[src/rtl/ram_stream_reader.sv]
// Read-side controller for a dual-port distributed RAM.
// Streams a burst of consecutive words, starting at a base address, from the
// RAM's asynchronous read port onto a valid/ready interface. A one-entry
// output register sustains one word per clock and absorbs backpressure.
module ram_stream_reader #(
    parameter int AW = 5,
    parameter int DW = 4
) (
    input  logic          clk,
    input  logic          rst_n,
    input  logic          start,
    input  logic [AW-1:0] base_addr,
    input  logic [AW:0]   len,
    output logic [AW-1:0] dpra,
    input  logic [DW-1:0] dpo,
    output logic [DW-1:0] m_data,
    output logic          m_valid,
    input  logic          m_ready,
    output logic          busy,
    output logic          done
);

    typedef enum logic [1:0] {
        IDLE  = 2'd0,
        READ  = 2'd1,
        DRAIN = 2'd2
    } state_t;

    localparam logic [AW-1:0] PTR_ONE = 1;
    localparam logic [AW:0]   REM_ONE = 1;
    localparam logic [AW:0]   REM_ZERO = 0;

    state_t        state_q, state_d;
    logic [AW-1:0] ptr_q, ptr_d;
    logic [AW:0]   remaining_q, remaining_d;
    logic [DW-1:0] m_data_q, m_data_d;
    logic          m_valid_q, m_valid_d;
    logic          done_q, done_d;
    logic          load;

    // A word is captured from the RAM whenever words remain and the output slot is free or emptying
    always_comb begin
        load = (state_q == READ) && (remaining_q != REM_ZERO) && (!m_valid_q || m_ready);
    end

    // Next-state logic: the output slot is handled first, then the FSM may override pointer/count
    always_comb begin
        state_d     = state_q;
        ptr_d       = ptr_q;
        remaining_d = remaining_q;
        m_data_d    = m_data_q;
        m_valid_d   = m_valid_q;
        done_d      = 1'b0;

        if (load) begin
            m_data_d    = dpo;
            m_valid_d   = 1'b1;
            ptr_d       = ptr_q + PTR_ONE;
            remaining_d = remaining_q - REM_ONE;
        end else if (m_valid_q && m_ready) begin
            m_valid_d = 1'b0;
        end

        case (state_q)
            IDLE: begin
                if (start) begin
                    ptr_d       = base_addr;
                    remaining_d = len;
                    if (len != REM_ZERO) begin
                        state_d = READ;
                    end else begin
                        done_d = 1'b1;
                    end
                end
            end
            READ: begin
                if (load && (remaining_q == REM_ONE)) begin
                    state_d = DRAIN;
                end
            end
            DRAIN: begin
                if (m_valid_q && m_ready) begin
                    state_d = IDLE;
                    done_d  = 1'b1;
                end
            end
            default: begin
                state_d = IDLE;
            end
        endcase
    end

    // State and datapath registers; reset aborts any burst without a done pulse
    always_ff @(posedge clk or negedge rst_n) begin
        if (!rst_n) begin
            state_q     <= IDLE;
            ptr_q       <= '0;
            remaining_q <= '0;
            m_data_q    <= '0;
            m_valid_q   <= 1'b0;
            done_q      <= 1'b0;
        end else begin
            state_q     <= state_d;
            ptr_q       <= ptr_d;
            remaining_q <= remaining_d;
            m_data_q    <= m_data_d;
            m_valid_q   <= m_valid_d;
            done_q      <= done_d;
        end
    end

    // Outputs come straight from registers so the RAM address has no path from the inputs
    always_comb begin
        dpra    = ptr_q;
        m_data  = m_data_q;
        m_valid = m_valid_q;
        busy    = (state_q != IDLE);
        done    = done_q;
    end

endmodule

[config.mk]
export PLATFORM = sky130hd
export DESIGN_NAME = ram_stream_reader
export DESIGN_NICKNAME = d
export VERILOG_FILES = /design/src/rtl/ram_stream_reader.sv
export SDC_FILE = /design/constraint.sdc
export NUM_CORES = 1
export LEC_CHECK = 0
export ABC_AREA = 1
export ABC_CLOCK_PERIOD_IN_PS = 1900
export CORE_AREA = 2 2 64 66
export DETAILED_ROUTE_END_ITERATION = 12
export DIE_AREA = 0 0 66 68
export PLACE_DENSITY = 0.62
export SYNTH_ARGS = -nofsm -noshare
export SYNTH_HDL_FRONTEND = slang
export SYNTH_SLANG_ARGS = --single-unit
[constraint.sdc]
create_clock -name clk -period 1.9 [get_ports clk]
set_clock_uncertainty 0.1 [all_clocks]
set_input_delay 0.38 -clock clk [delete_from_list [all_inputs] [get_ports clk]]
set_output_delay 0.38 -clock clk [all_outputs]
set_load 0.05 [all_outputs]
Word level (Yosys, flattened, before mapping)
Cells that the tools add are included.
{ "op_classes": {"add_sub_neg": 2, "eq_ne": 7, "n_mux": 17, "n_reduce_logical": 12} }
{ "op_table": {"columns": ["op", "n"], "rows": [
  ["two-way mux 6 bit", 3],
  ["two-way mux 5 bit", 3],
  ["nonzero test 6 bit", 2],
  ["two-way mux 2 bit", 4],
  ["== test 6 x 1 -> 1 bit (second input constant)", 1],
  ["!= test 2 bit (second input constant)", 3],
  ["case mux 2 bit (3 select lines)", 1],
  ["subtractor 6 x 1 -> 6 bit (second input constant)", 1],
  ["adder 5 x 1 -> 5 bit (second input constant)", 1],
  ["two-way mux 1 bit", 5],
  ["logical AND 1 bit", 4],
  ["AND reduction 4 bit", 1],
  ["nonzero test 2 bit", 2],
  ["== test 2 x 1 -> 1 bit (second input constant)", 1],
  ["== test 2 bit (second input constant)", 1],
  ["zero test 2 bit", 1],
  ["!= test 2 x 1 -> 1 bit (second input constant)", 1],
  ["case mux 1 bit (2 select lines)", 1],
  ["zero test 1 bit", 1],
  ["logical OR 1 bit", 1]
]} }
{ "totals": {"register_bits": 19, "output_inout_bits": 12} }

Longest topological paths before layout
Gate-level depths: netlist of the first run.
{ "logic_depth": {"word_depth": 6, "mapped_depth": 10, "ltp_nobuf": 9} }

Worst setup path after synthesis of the first run
Ideal clock, no wire load.
{ "synth_path": {"kind": "reg2reg", "start": "reg m_valid_q (netlist: m_valid)", "end": "reg remaining_q[0]", "arrival_ns": 1.384, "required_time_ns": 1.683, "setup_slack_ns": 0.299, "stages_incl_launch_ff": 9, "path_cell_list": "dfrtp_1 inv_1 nor2_2 inv_1 nand3_4 buf_6 nand2_1 nand3_1 nand2_1"} }
{ "synth_via": {"elab_chain_cells": 6} }
{ "synth_lines": {"columns": ["element", "line", "rtl"], "rows": [
  ["start, declared", "37", "logic m_valid_q, m_valid_d;"],
  ["start signal, assigned", "107", "m_valid_q <= m_valid_d;"],
  ["zero test 1 bit (*)", "43", "load = (state_q == READ) && (remaining_q != REM_ZERO) && (!m_valid_q || m_ready);"],
  ["logical OR 1 bit (*)", "43", null],
  ["logical AND 1 bit (*)", "43", null],
  ["two-way mux 6 bit (*)", "55", "if (load) begin"],
  ["two-way mux 6 bit", "66", "if (start) begin"],
  ["two-way mux 6 bit (*)", "64", "case (state_q)"],
  ["net remaining_d[0]", "35", "logic [AW:0] remaining_q, remaining_d;"],
  ["end signal, assigned", "105", "remaining_q <= remaining_d;"],
  ["end, declared", "35", null]
]} }
Mark *: on every way through the listed nets, which the timed path passes. The rest lies on a longest branch.
A chain may end at the register's enable or synchronous reset.

Worst setup path in the final report of the first run
{ "layout_path": {"start": "reg remaining_q[0]", "end": "reg remaining_q[4]"} }
{ "layout_via": {"elab_chain_cells": 6, "elab_cells_between_ends": 7} }
{ "layout_lines": {"columns": ["element", "line"], "rows": [
  ["branches (longest 3 deep; another with subtractor 6 x 1 -> 6 bit)", null],
  ["two-way mux 6 bit (*)", "55"],
  ["two-way mux 6 bit", "66"],
  ["two-way mux 6 bit (*)", "64"],
  ["net remaining_d[4]", "35"]
]} }
Mark *: on every way through the listed nets, which the timed path passes.

==> results.sh, run 1 <==
export IMPL_syn_num_nets=171
export IMPL_gr_total_overflow=0
export IMPL_grt_max_degree=20
export IMPL_vias=1001
export IMPL_syn_avg_cell_area_um2=7.835
export IMPL_worst_ep_arrival_time_ps=1700
export IMPL_period_minus_slack_ps=1644
export IMPL_ctsResizeCount=0
export IMPL_end_kind="flip-flop"
export IMPL_die_y_um=68
export IMPL_synth_top_family_by_area="simple AND/OR/NAND/NOR gates"
export IMPL_gp_congestion=0.7682
export IMPL_first_pass_iters=4
export IMPL_synthMuxAreaShare_pct=0
export IMPL_path_class="reg2reg"
export IMPL_crit_cells=10
export IMPL_routed_wl_mm=2.546
export IMPL_cts_tree="built"
export IMPL_yosys_warnings=0
export IMPL_grt_pass1_wl_mm=4.236
export IMPL_p_leak_uw=0.0008080
export IMPL_path_cells="inv_1 > ha_1 > nand3_4 > nand2_4 > nor2_4 > buf_12 > nand2_1 > nand3_1 > nand2_1 > inv_1"
export IMPL_grt_pass1_vias=961
export IMPL_clock_sinks=19
export IMPL_post_cts_buffers=0
export IMPL_synth_seq_area_share_pct=40.73
export IMPL_stdcell_area_mm2=0.001567
export IMPL_synth_compound_area_share_pct=2.358
export IMPL_start_kind="flip-flop"
export IMPL_die_w_um=66
export IMPL_synthTopCellsByArea="dfrtp_1 41%, nand2_1 19%, nand3_1 5.6%"
export IMPL_dp_hpwl_mm=1.969
export IMPL_start_util_pct=30.27
export IMPL_cts_made_buffers=3
export IMPL_synthXorXnorAreaFrac_pct=4.502
export IMPL_via_per_inst=4.278
export IMPL_fmax_mhz=608.4
export IMPL_synthCells=149
export IMPL_synth_area_mm2=0.001167
export IMPL_hold_class="in2async"
export IMPL_crit_buf_inv=3
export IMPL_setup_tns_ps=0
export IMPL_maxCapViolCount=0
export IMPL_die_area_mm2=0.004488
export IMPL_crit_path_top_delay_cell="dfrtp_1"
export IMPL_synth_edf_count=0
export IMPL_slew_headroom_pct=79.14
export IMPL_placed_cell_area_mm2=0.001521
export IMPL_ys_ff_latch=19
export IMPL_yosysTopAreaCell="dfrtp_1"
export IMPL_synth_adder_area_share_pct=3.215
export IMPL_tightestPinTransition_ps=312.1
export IMPL_nets=207
export IMPL_power_density_mw_per_mm2=1660
export IMPL_coreArea_mm2=0.003856
export IMPL_clk_pin_slew_ps=70
export IMPL_ant_nets=0
export IMPL_clockBufferDepth=2
export IMPL_ios=31
export IMPL_synth_top_area_share_pct=40.73
export IMPL_synth_distinct_cells=22
export IMPL_max_stage_delay_ps=400
export IMPL_critPathRequiredTime_ps=1960
export IMPL_cp_top_family="simple AND/OR/NAND/NOR gates"
export IMPL_drv_slew=0
export IMPL_cts_root_buffer="clkbuf_8"
export IMPL_grt_usage_pct=12.47
export IMPL_drcViolationCount=0
export IMPL_hold_viol=0
export IMPL_ctsHoldBuffers=0
export IMPL_setup_violations=0
export IMPL_drt_iter0_drc=16
export IMPL_ff2ff_path_depth=10
export IMPL_synth_simple_gate_area_share_pct=41.48
export IMPL_crit_fanout=13
export IMPL_synth_main_ff_cell="dfrtp_1"
export IMPL_ir_worst_vdd_mv=0.9016
export IMPL_synthTopCellsByCount="59 x nand2_1, 19 x dfrtp_1, 14 x inv_1"
export IMPL_fin_crit_sh_pct=86.51
export IMPL_antenna_found_initial=0
export IMPL_htree_num_levels=1
export IMPL_clk_latency_ps=250
export IMPL_routedWlPerCell_um=10.88
export IMPL_rows=23
export IMPL_synth_most_common_cell="nand2_1"
export IMPL_drive_gt1_share_pct=21.74
export IMPL_status="finished, final reports clean"
export IMPL_rsz0062_at_grt="no"
export IMPL_area_delta_synth_final_pct=34.19
export IMPL_antenna_cells=0
export IMPL_io_buffers=30
export IMPL_async_reset_ff_share_pct=100.0
[cells in the final DEF (no fill, tap or decap), drive strengths merged]
cell type,synthesis,final
a21oi,1,1
and3,1,1
buf,3,16
clkbuf,0,4
clkdlybuf4s50,0,18
dfrtp,19,19
ha,3,3
inv,15,15
nand2,65,65
nand3,15,15
nand4,2,2
nor2,11,11
o21ai,2,2
o32ai,1,1
or2,5,5
xnor2,6,6
[cell families (layout without fill, tap and decap cells)]
family / Yosys count / after routing
and+or+nand+nor: 99 / 99
DFF: 19 / 19
buffers and inverters: 18 / 53
xor gates and xnor gates: 6 / 6
AOI/OAI and AO/OA: 4 / 4
adders and majority gates: 3 / 3
[metrics by stage]
step                      util [%]  hold WS, ps  instances  total power, uW  setup slack (ps)
after floorplan                  -       -15.59        149             1922             298.7
after global placement       39.45        374.6        230             2312             131.6
after detailed placement     39.45        380.9        230             2324             102.7
after CTS                    40.62        363.9        234             2626             252.7
after global routing         40.62        382.4        234             2822             92.52
final                        40.62        356.5        234             2600             256.4
[flip-flops by register name, summed over array words and instances, names as in the netlist]
name / flops
state_q: 2
m_valid: 1
dpra: 5
done: 1
remaining_q: 6
m_data: 4
[area by class of cell]
cell class	count	area (um^2)
clock buffers	4	45.04
fillers	428	2290
inverters	15	56.30
multi-input cells	112	601.8
flip-flops and latches	19	475.5
well taps	50	62.56
repair buffers	34	325.3
[worst paths after layout]
check	startpoint	endpoint	slack, ps
max	remaining_q[0]	remaining_q[4]	260
min	rst_n	m_data[0]	360
max reg2reg	remaining_q[0]	remaining_q[4]	260
min reg2reg	m_data[2]	m_data[2]	390
max in group asynchronous	rst_n	m_data[1]	1140
min in group clk	m_data[2]	m_data[2]	390
[metal layers]
layer	track usage [%]	vias up	share of wire (%)
li1	-	532	-
met1	15.91	453	48
met2	21.72	14	48
met3	2.138	2	3.1
met4	3.827	0	0.47
met5	0	-	0
[power breakdown]
part / leakage [uW] / internal (uW) / switching, uW
clock: 0.0000228 / 149 / 139
combinational: 0.000556 / 577 / 981
sequential: 0.000229 / 582 / 173
No activity file was read; power rests on OpenSTA's default activity.
==> run 2, diff against run 1 <==
TNS_END_PERCENT = 50   (was not set)
==> results of run 2 <==
The final DEF is identical to that of run 1; final timing and power are the same.
